[src/rtl/alu_exec_if.sv]
// Request/response bundle between an ALU issue stage and the alu_exec unit.
// The issuing side uses the master modport; the execute unit uses slave.
interface alu_exec_if #(
    parameter int WIDTH = 32
);
    logic             in_valid;
    logic             in_ready;
    logic [3:0]       aluctl;
    logic [WIDTH-1:0] a;
    logic [WIDTH-1:0] b;
    logic [WIDTH-1:0] c;
    logic             out_valid;
    logic             out_ready;
    logic [WIDTH-1:0] result;
    logic             zero;
    logic             overflow;

    modport master (
        output in_valid, aluctl, a, b, c, out_ready,
        input  in_ready, out_valid, result, zero, overflow
    );

    modport slave (
        input  in_valid, aluctl, a, b, c, out_ready,
        output in_ready, out_valid, result, zero, overflow
    );
endinterface

[src/rtl/alu_exec.sv]
// Multi-cycle ALU execute unit: single-cycle logic/arith ops plus an iterative
// modular shift-add multiply-accumulate, (a*b + c) mod MODULUS.
module alu_exec #(
    parameter int WIDTH   = 32,
    parameter int MODULUS = 65521
) (
    input  logic      clk,
    input  logic      reset,
    alu_exec_if.slave bus
);
    localparam int CW = (WIDTH > 1) ? $clog2(WIDTH) : 1;
    localparam logic [WIDTH:0] MOD_EXT = (WIDTH+1)'(MODULUS);

    localparam logic [3:0] OP_AND       = 4'd0;
    localparam logic [3:0] OP_OR        = 4'd1;
    localparam logic [3:0] OP_ADD       = 4'd2;
    localparam logic [3:0] OP_DXOR      = 4'd5;
    localparam logic [3:0] OP_SUB       = 4'd6;
    localparam logic [3:0] OP_SLT       = 4'd7;
    localparam logic [3:0] OP_ANDOR     = 4'd8;
    localparam logic [3:0] OP_MULADDMOD = 4'd10;
    localparam logic [3:0] OP_NOR       = 4'd12;
    localparam logic [3:0] OP_XOR       = 4'd13;

    typedef enum logic [1:0] {
        ST_IDLE = 2'd0,
        ST_MUL  = 2'd1,
        ST_FIN  = 2'd2,
        ST_DONE = 2'd3
    } state_t;

    state_t           r_state;
    state_t           w_state_nxt;
    logic [WIDTH-1:0] r_a;
    logic [WIDTH-1:0] r_b;
    logic [WIDTH-1:0] r_c;
    logic [WIDTH-1:0] r_acc;
    logic [CW-1:0]    r_bit;
    logic [WIDTH-1:0] r_result;
    logic             r_zero;
    logic             r_ovf;

    logic [WIDTH-1:0] w_sum;
    logic [WIDTH-1:0] w_diff;
    logic             w_slt;
    logic [WIDTH-1:0] w_alu_res;
    logic             w_alu_ovf;
    logic [WIDTH-1:0] w_dbl;
    logic [WIDTH-1:0] w_addend;
    logic [WIDTH:0]   w_add;
    logic [WIDTH-1:0] w_step;
    logic [WIDTH:0]   w_fin_sum;
    logic [WIDTH-1:0] w_fin;
    logic             w_accept;

    // Operands are always below 2*MODULUS here, so one conditional subtract reduces fully.
    function automatic logic [WIDTH-1:0] mod_reduce(input logic [WIDTH:0] v);
        mod_reduce = (v >= MOD_EXT) ? WIDTH'(v - MOD_EXT) : WIDTH'(v);
    endfunction

    assign w_accept  = (r_state == ST_IDLE) && bus.in_valid;
    assign w_sum     = bus.a + bus.b;
    assign w_diff    = bus.a - bus.b;
    assign w_slt     = ($signed(bus.a) < $signed(bus.b));

    assign w_dbl     = mod_reduce({r_acc, 1'b0});
    assign w_addend  = r_b[r_bit] ? r_a : {WIDTH{1'b0}};
    assign w_add     = {1'b0, w_dbl} + {1'b0, w_addend};
    assign w_step    = mod_reduce(w_add);
    assign w_fin_sum = {1'b0, r_acc} + {1'b0, r_c};
    assign w_fin     = mod_reduce(w_fin_sum);

    assign bus.in_ready  = (r_state == ST_IDLE);
    assign bus.out_valid = (r_state == ST_DONE);
    assign bus.result    = r_result;
    assign bus.zero      = r_zero;
    assign bus.overflow  = r_ovf;

    // Single-cycle result and overflow, evaluated from the live request at accept.
    always_comb begin
        w_alu_res = {WIDTH{1'b0}};
        w_alu_ovf = 1'b0;
        case (bus.aluctl)
            OP_AND:   w_alu_res = bus.a & bus.b;
            OP_OR:    w_alu_res = bus.a | bus.b;
            OP_ADD: begin
                w_alu_res = w_sum;
                w_alu_ovf = (bus.a[WIDTH-1] == bus.b[WIDTH-1]) &&
                            (w_sum[WIDTH-1] != bus.a[WIDTH-1]);
            end
            OP_SUB: begin
                w_alu_res = w_diff;
                w_alu_ovf = (bus.a[WIDTH-1] != bus.b[WIDTH-1]) &&
                            (w_diff[WIDTH-1] != bus.a[WIDTH-1]);
            end
            OP_SLT:   w_alu_res = {{(WIDTH-1){1'b0}}, w_slt};
            OP_NOR:   w_alu_res = ~(bus.a | bus.b);
            OP_XOR:   w_alu_res = bus.a ^ bus.b;
            OP_DXOR:  w_alu_res = bus.a ^ bus.b ^ bus.c;
            OP_ANDOR: w_alu_res = (bus.a & bus.b) | bus.c;
            default: begin
                w_alu_res = {WIDTH{1'b0}};
                w_alu_ovf = 1'b0;
            end
        endcase
    end

    // FSM state register.
    always_ff @(posedge clk or posedge reset) begin
        if (reset) begin
            r_state <= ST_IDLE;
        end else begin
            r_state <= w_state_nxt;
        end
    end

    // FSM next-state logic.
    always_comb begin
        w_state_nxt = r_state;
        case (r_state)
            ST_IDLE: begin
                if (bus.in_valid) begin
                    if (bus.aluctl == OP_MULADDMOD) begin
                        w_state_nxt = ST_MUL;
                    end else begin
                        w_state_nxt = ST_DONE;
                    end
                end else begin
                    w_state_nxt = ST_IDLE;
                end
            end
            ST_MUL: begin
                if (r_bit == {CW{1'b0}}) begin
                    w_state_nxt = ST_FIN;
                end else begin
                    w_state_nxt = ST_MUL;
                end
            end
            ST_FIN:  w_state_nxt = ST_DONE;
            ST_DONE: begin
                if (bus.out_ready) begin
                    w_state_nxt = ST_IDLE;
                end else begin
                    w_state_nxt = ST_DONE;
                end
            end
            default: w_state_nxt = ST_IDLE;
        endcase
    end

    // Operand latch, multiply iteration and registered result/flags.
    always_ff @(posedge clk or posedge reset) begin
        if (reset) begin
            r_a      <= {WIDTH{1'b0}};
            r_b      <= {WIDTH{1'b0}};
            r_c      <= {WIDTH{1'b0}};
            r_acc    <= {WIDTH{1'b0}};
            r_bit    <= {CW{1'b0}};
            r_result <= {WIDTH{1'b0}};
            r_zero   <= 1'b0;
            r_ovf    <= 1'b0;
        end else begin
            case (r_state)
                ST_IDLE: begin
                    if (w_accept) begin
                        r_a   <= bus.a;
                        r_b   <= bus.b;
                        r_c   <= bus.c;
                        r_acc <= {WIDTH{1'b0}};
                        r_bit <= CW'(WIDTH - 1);
                        if (bus.aluctl != OP_MULADDMOD) begin
                            r_result <= w_alu_res;
                            r_zero   <= (w_alu_res == {WIDTH{1'b0}});
                            r_ovf    <= w_alu_ovf;
                        end
                    end
                end
                ST_MUL: begin
                    r_acc <= w_step;
                    r_bit <= r_bit - CW'(1);
                end
                ST_FIN: begin
                    r_result <= w_fin;
                    r_zero   <= (w_fin == {WIDTH{1'b0}});
                    r_ovf    <= 1'b0;
                end
                default: begin
                end
            endcase
        end
    end
endmodule

[src/flat_wrapper.sv]
// flat-port wrapper written by rule: the top's interface ports become plain ports
module alu_exec_flat 
#(
    parameter int WIDTH   = 32,
    parameter int MODULUS = 65521
)
  (clk, reset, bus_in_valid, bus_aluctl, bus_a, bus_b, bus_c, bus_out_ready, bus_in_ready, bus_out_valid, bus_result, bus_zero, bus_overflow);
  alu_exec_if #(.WIDTH(WIDTH)) bus_i ();
  input  logic clk;
  input  logic reset;
  input wire logic [$bits(bus_i.in_valid)-1:0] bus_in_valid;
  input wire logic [$bits(bus_i.aluctl)-1:0] bus_aluctl;
  input wire logic [$bits(bus_i.a)-1:0] bus_a;
  input wire logic [$bits(bus_i.b)-1:0] bus_b;
  input wire logic [$bits(bus_i.c)-1:0] bus_c;
  input wire logic [$bits(bus_i.out_ready)-1:0] bus_out_ready;
  output wire logic [$bits(bus_i.in_ready)-1:0] bus_in_ready;
  output wire logic [$bits(bus_i.out_valid)-1:0] bus_out_valid;
  output wire logic [$bits(bus_i.result)-1:0] bus_result;
  output wire logic [$bits(bus_i.zero)-1:0] bus_zero;
  output wire logic [$bits(bus_i.overflow)-1:0] bus_overflow;
  assign bus_i.in_valid = bus_in_valid;
  assign bus_i.aluctl = bus_aluctl;
  assign bus_i.a = bus_a;
  assign bus_i.b = bus_b;
  assign bus_i.c = bus_c;
  assign bus_i.out_ready = bus_out_ready;
  assign bus_in_ready = bus_i.in_ready;
  assign bus_out_valid = bus_i.out_valid;
  assign bus_result = bus_i.result;
  assign bus_zero = bus_i.zero;
  assign bus_overflow = bus_i.overflow;
  alu_exec #(.WIDTH(WIDTH), .MODULUS(MODULUS)) u_core (.clk(clk), .reset(reset), .bus(bus_i));
endmodule
[config.mk]
export PLATFORM = sky130hd
export DESIGN_NAME = alu_exec_flat
export DESIGN_NICKNAME = d
export VERILOG_FILES = /design/src/rtl/alu_exec_if.sv /design/src/rtl/alu_exec.sv /design/src/flat_wrapper.sv
export SDC_FILE = /design/constraint.sdc
export NUM_CORES = 1
export LEC_CHECK = 0
export ABC_CLOCK_PERIOD_IN_PS = 7800
export BUFFER_PORTS_ARGS = -buffer_cell sky130_fd_sc_hd__clkbuf_2
export CAP_MARGIN = 20
export CORE_ASPECT_RATIO = 0.9
export CORE_MARGIN = 3
export CORE_UTILIZATION = 50
export DETAILED_ROUTE_END_ITERATION = 10
export PLACE_DENSITY = 0.68
export SETUP_SLACK_MARGIN = 0.1
export SLEW_MARGIN = 20
export SYNTH_ARGS = -nofsm -noshare
export SYNTH_HDL_FRONTEND = slang
export SYNTH_SLANG_ARGS = --single-unit
[constraint.sdc]
create_clock -name clk -period 7.8 [get_ports clk]
set_input_delay 1.17 -clock clk [delete_from_list [all_inputs] [get_ports clk]]
set_output_delay 1.17 -clock clk [all_outputs]
set_load 0.03 [all_outputs]
==> out/results.txt <==
Number of synthesized flops with an enable pin: 0
Fin nets: 2958
# DRC: 0
Total CTS buffers: 17
Filler cell count: 3810
Startpoint of the worst setup timing path: u_core.r_acc[24]
Smallest hold slack: 478 ps
Global Route met2 Usage: 0.563
Async set-or-reset flop fraction in the synthesized netlist: 1.00
Routed vias: 21500
# Max-Cap Violations: 0
Data required time of the critical path: 8120 ps
Register-to-register setup slack: 610 ps
Syn nets: 2936
Met3 routing resource usage after global routing: 0.0741
Sum of internal, switching and leakage power: 10.3 mW
Max-slew headroom at the worst pin: 0.146
Total of flip-flops plus latches after synthesis: 169
Die span in y: 195 microns
Final routed wire length divided by cell count: 24.5 microns
Static Leakage: 9.70 nW
Clock latency at the later pin of the worst-skew pair: 470 ps
Quantity of hold-fixing buffers added after cts: 0
Distinct cells, synth: 102
I/O pin count: 140
DRT Wirelength: 78900 microns
YS warnings: 0
Pin slew with the least headroom to its limit: 1280 ps
Final-layout setup total negative slack: 0 ps
Aggregate global-route resource usage: 0.363
Die outline area: 0.0423 sq mm
Area taken by multi-input logic gates: 0.0147 sq mm
Endpoint arrival time on the critical path: 7510 ps
Clock Skew: 15.5 ps
Num Clock Sinks: 169
Finish-stage setup viols: 0
Kind of path behind the tightest hold check: register to register
GR Layer Usage met1: 0.493
Power Density: 481 mW/mm^2
Initial Util: 0.514
Share of the core filled with cells in the final layout: 0.554
Combined flip-flop and latch cell area: 0.00423 sq mm
Status: finished, final reports clean
Synth-to-layout area growth: 7.96%
Number of instances in the synthesized netlist: 2662
Remaining global-route overflow: 0
Clock slew seen by the registers of the worst setup and hold paths: 70 ps
Master cell of the clock root buffer: sky130_fd_sc_hd__clkbuf_16
Number of buffers on the longest clock path: 2
Number of endpoints with negative hold slack in the final report: 0
Final-report max-slew violation count: 0
RSZ-0062 raised after global routing: false
Row count: 68
Number of antenna violations at the first check in global routing: 3
Final weighted congestion of routability-driven global placement: 0.965
Ratio of cells with drive above 1 in the final layout: 0.110
Tcrit/Tclk final: 0.922
DRT iter0 DRCs: 2498
Wire length of the first global-routing pass: 119000 microns
CP Launch Type: register
Number of global-route vias before repair: 19800
Critical register-to-register path startpoint: u_core.r_acc[24]
Area of the mapped netlist: 0.0199 sq mm
Endpoint class of the critical path: register
Hpwl dp: 62100 microns
TritonRoute pass-1 iters: 6
CP max FO: 31
Global route hottest layer: met2
IR drop worst, VDD: 229 uV
Horizontal die dimension: 216 microns
Maximum operating frequency: 139 MHz
Count of buffers inserted at the top-level ports: 139
Syn Area/Cell: 7.48 sq um
DR vias/cell: 6.67
# resized after CTS: 0
Clock tree from TritonCTS: yes
Routed Antenna Nets: 0
Core region area: 0.0388 sq mm
Clock H-tree levels: 4
Portion of the post-synthesis area used by sequential elements: 0.212
Pin count of the biggest net entering global routing: 111
Worst Min Path Start: u_core.r_a[1]
# Post-CTS Setup Buffers: 0
Flip-flop cell with the highest count after synthesis: sky130_fd_sc_hd__dfrtp_1
Min Tclk post-route: 7190 ps
Type of the worst setup path: register to register
synth_stat cells, drive strengths merged, types with 8 or more instances:
master / number / area (sq um)
nand2: 363 / 1370
o21ai: 252 / 1270
nor2: 207 / 777
dfrtp: 169 / 4230
ha: 166 / 2080
a21oi: 147 / 743
clkbuf: 128 / 482
inv: 123 / 462
nand3: 89 / 445
nor3: 88 / 462
xnor2: 65 / 569
a21o: 53 / 398
nor2b: 52 / 325
xor2: 52 / 455
a211oi: 40 / 310
a221o: 38 / 380
o211ai: 32 / 250
nand4: 30 / 194
buf: 28 / 138
nor4: 28 / 215
nand2b: 27 / 169
and3: 26 / 163
and2: 25 / 156
o2111ai: 22 / 193
o31ai: 22 / 165
or3: 21 / 136
a221oi: 20 / 175
o21a: 20 / 151
a31oi: 19 / 119
o21bai: 19 / 143
a22oi: 18 / 140
or2: 18 / 113
o221ai: 17 / 149
mux2i: 16 / 160
a211o: 15 / 131
a31o: 13 / 114
a2111oi: 12 / 124
nor3b: 11 / 82.6
or4: 11 / 82.6
and4: 10 / 87.6
mux4: 10 / 225
a2111o: 9 / 101
mux2: 9 / 101
a21boi: 8 / 60.1
state kept, by name, indices dropped and copies added (netlist names):
signal,count
u_core.r_state,2
u_core.r_b,32
u_core.r_c,32
u_core.bus.overflow,1
u_core.bus.result,32
u_core.r_acc,32
u_core.r_bit,5
u_core.bus.zero,1
u_core.r_a,32
final timing paths:
kind | end | depth (start not counted)
hold reg to reg | u_core.r_a[1] | 2
setup reg to reg | u_core.r_acc[27] | 22
hold / removal | u_core.r_a[1] | 2
max in group asynchronous | u_core.bus.result[8] | 3
setup / recovery | u_core.r_acc[27] | 22
min in group asynchronous | u_core.r_b[8] | 2
cell families after synthesis:
family          count (synthesis)  share of synthesized area
compound gates                857                      0.295
xor+xnor                      117                     0.0514
fa+ha+maj                     170                      0.108
buf+inv                       279                     0.0543
flops                         169                      0.212
mux                            35                     0.0244
simple gates                 1035                      0.254
placed cells by master (no fill, tap or decap), types with 52 or more instances in the layout:
cell type,count
sky130_fd_sc_hd__xnor2_1,65
sky130_fd_sc_hd__dfrtp_1,169
sky130_fd_sc_hd__inv_1,122
sky130_fd_sc_hd__clkbuf_2,139
sky130_fd_sc_hd__nor3_1,83
sky130_fd_sc_hd__nand2_1,362
sky130_fd_sc_hd__nand3_1,89
sky130_fd_sc_hd__a21o_1,53
sky130_fd_sc_hd__o21ai_0,241
sky130_fd_sc_hd__ha_1,166
sky130_fd_sc_hd__nor2_1,205
sky130_fd_sc_hd__a21oi_1,145
sky130_fd_sc_hd__nor2b_1,52
sky130_fd_sc_hd__xor2_1,52
report_power, final:
part	switching, mW	total (mW)	internal (mW)
clock network	0.411	0.934	0.523
registers	0.435	1.72	1.28
logic	5.01	7.69	2.68
per-layer routing:
metal / share of wire / wire length (microns)
met1: 0.42 / 33000
met5: 0 / 0
met4: 0.046 / 3660
met3: 0.097 / 7680
met2: 0.44 / 34600
worst max-delay path, stage by stage, from the launching register on:
cell,delay [ps]
sky130_fd_sc_hd__dfrtp_1,440
sky130_fd_sc_hd__or4_1,540
sky130_fd_sc_hd__or3_1,360
sky130_fd_sc_hd__nor3_1,250
sky130_fd_sc_hd__nand4_1,150
sky130_fd_sc_hd__or2_2,310
sky130_fd_sc_hd__nand2b_1,400
sky130_fd_sc_hd__ha_1,380
sky130_fd_sc_hd__fa_1,420
sky130_fd_sc_hd__a21o_1,220
sky130_fd_sc_hd__a21o_1,220
sky130_fd_sc_hd__a21boi_0,640
sky130_fd_sc_hd__nor3_1,210
sky130_fd_sc_hd__o21a_1,240
sky130_fd_sc_hd__or4_1,500
sky130_fd_sc_hd__a211oi_1,340
sky130_fd_sc_hd__and3_1,240
sky130_fd_sc_hd__nand4bb_1,110
sky130_fd_sc_hd__nand3_1,170
sky130_fd_sc_hd__buf_4,350
sky130_fd_sc_hd__nor3b_1,280
sky130_fd_sc_hd__xor2_1,160
sky130_fd_sc_hd__o21ai_0,80
metrics by stage:
| stage | cells | area [sq um] | setup slack (ps) |
|---|---|---|---|
| finish | 3225 | 21500 | 608 |
| global route | 3223 | 21500 | 180 |
| global placement | 3190 | 20900 | 888 |
| floorplan | 2662 | 19900 | 1670 |
| CTS | 3222 | 21500 | 739 |
| detailed placement | 3190 | 20900 | 804 |
layout make-up:
cell class,instances,area share
multi-input combinational,2214,0.682
clock buffer,19,0.0206
tap,525,0.0305
clock inverter,13,0.00849
inverter,123,0.0217
sequential,169,0.197
timing repair buffer,159,0.0393
antenna,3,0.000349
(Power assumes the default switching activity.)
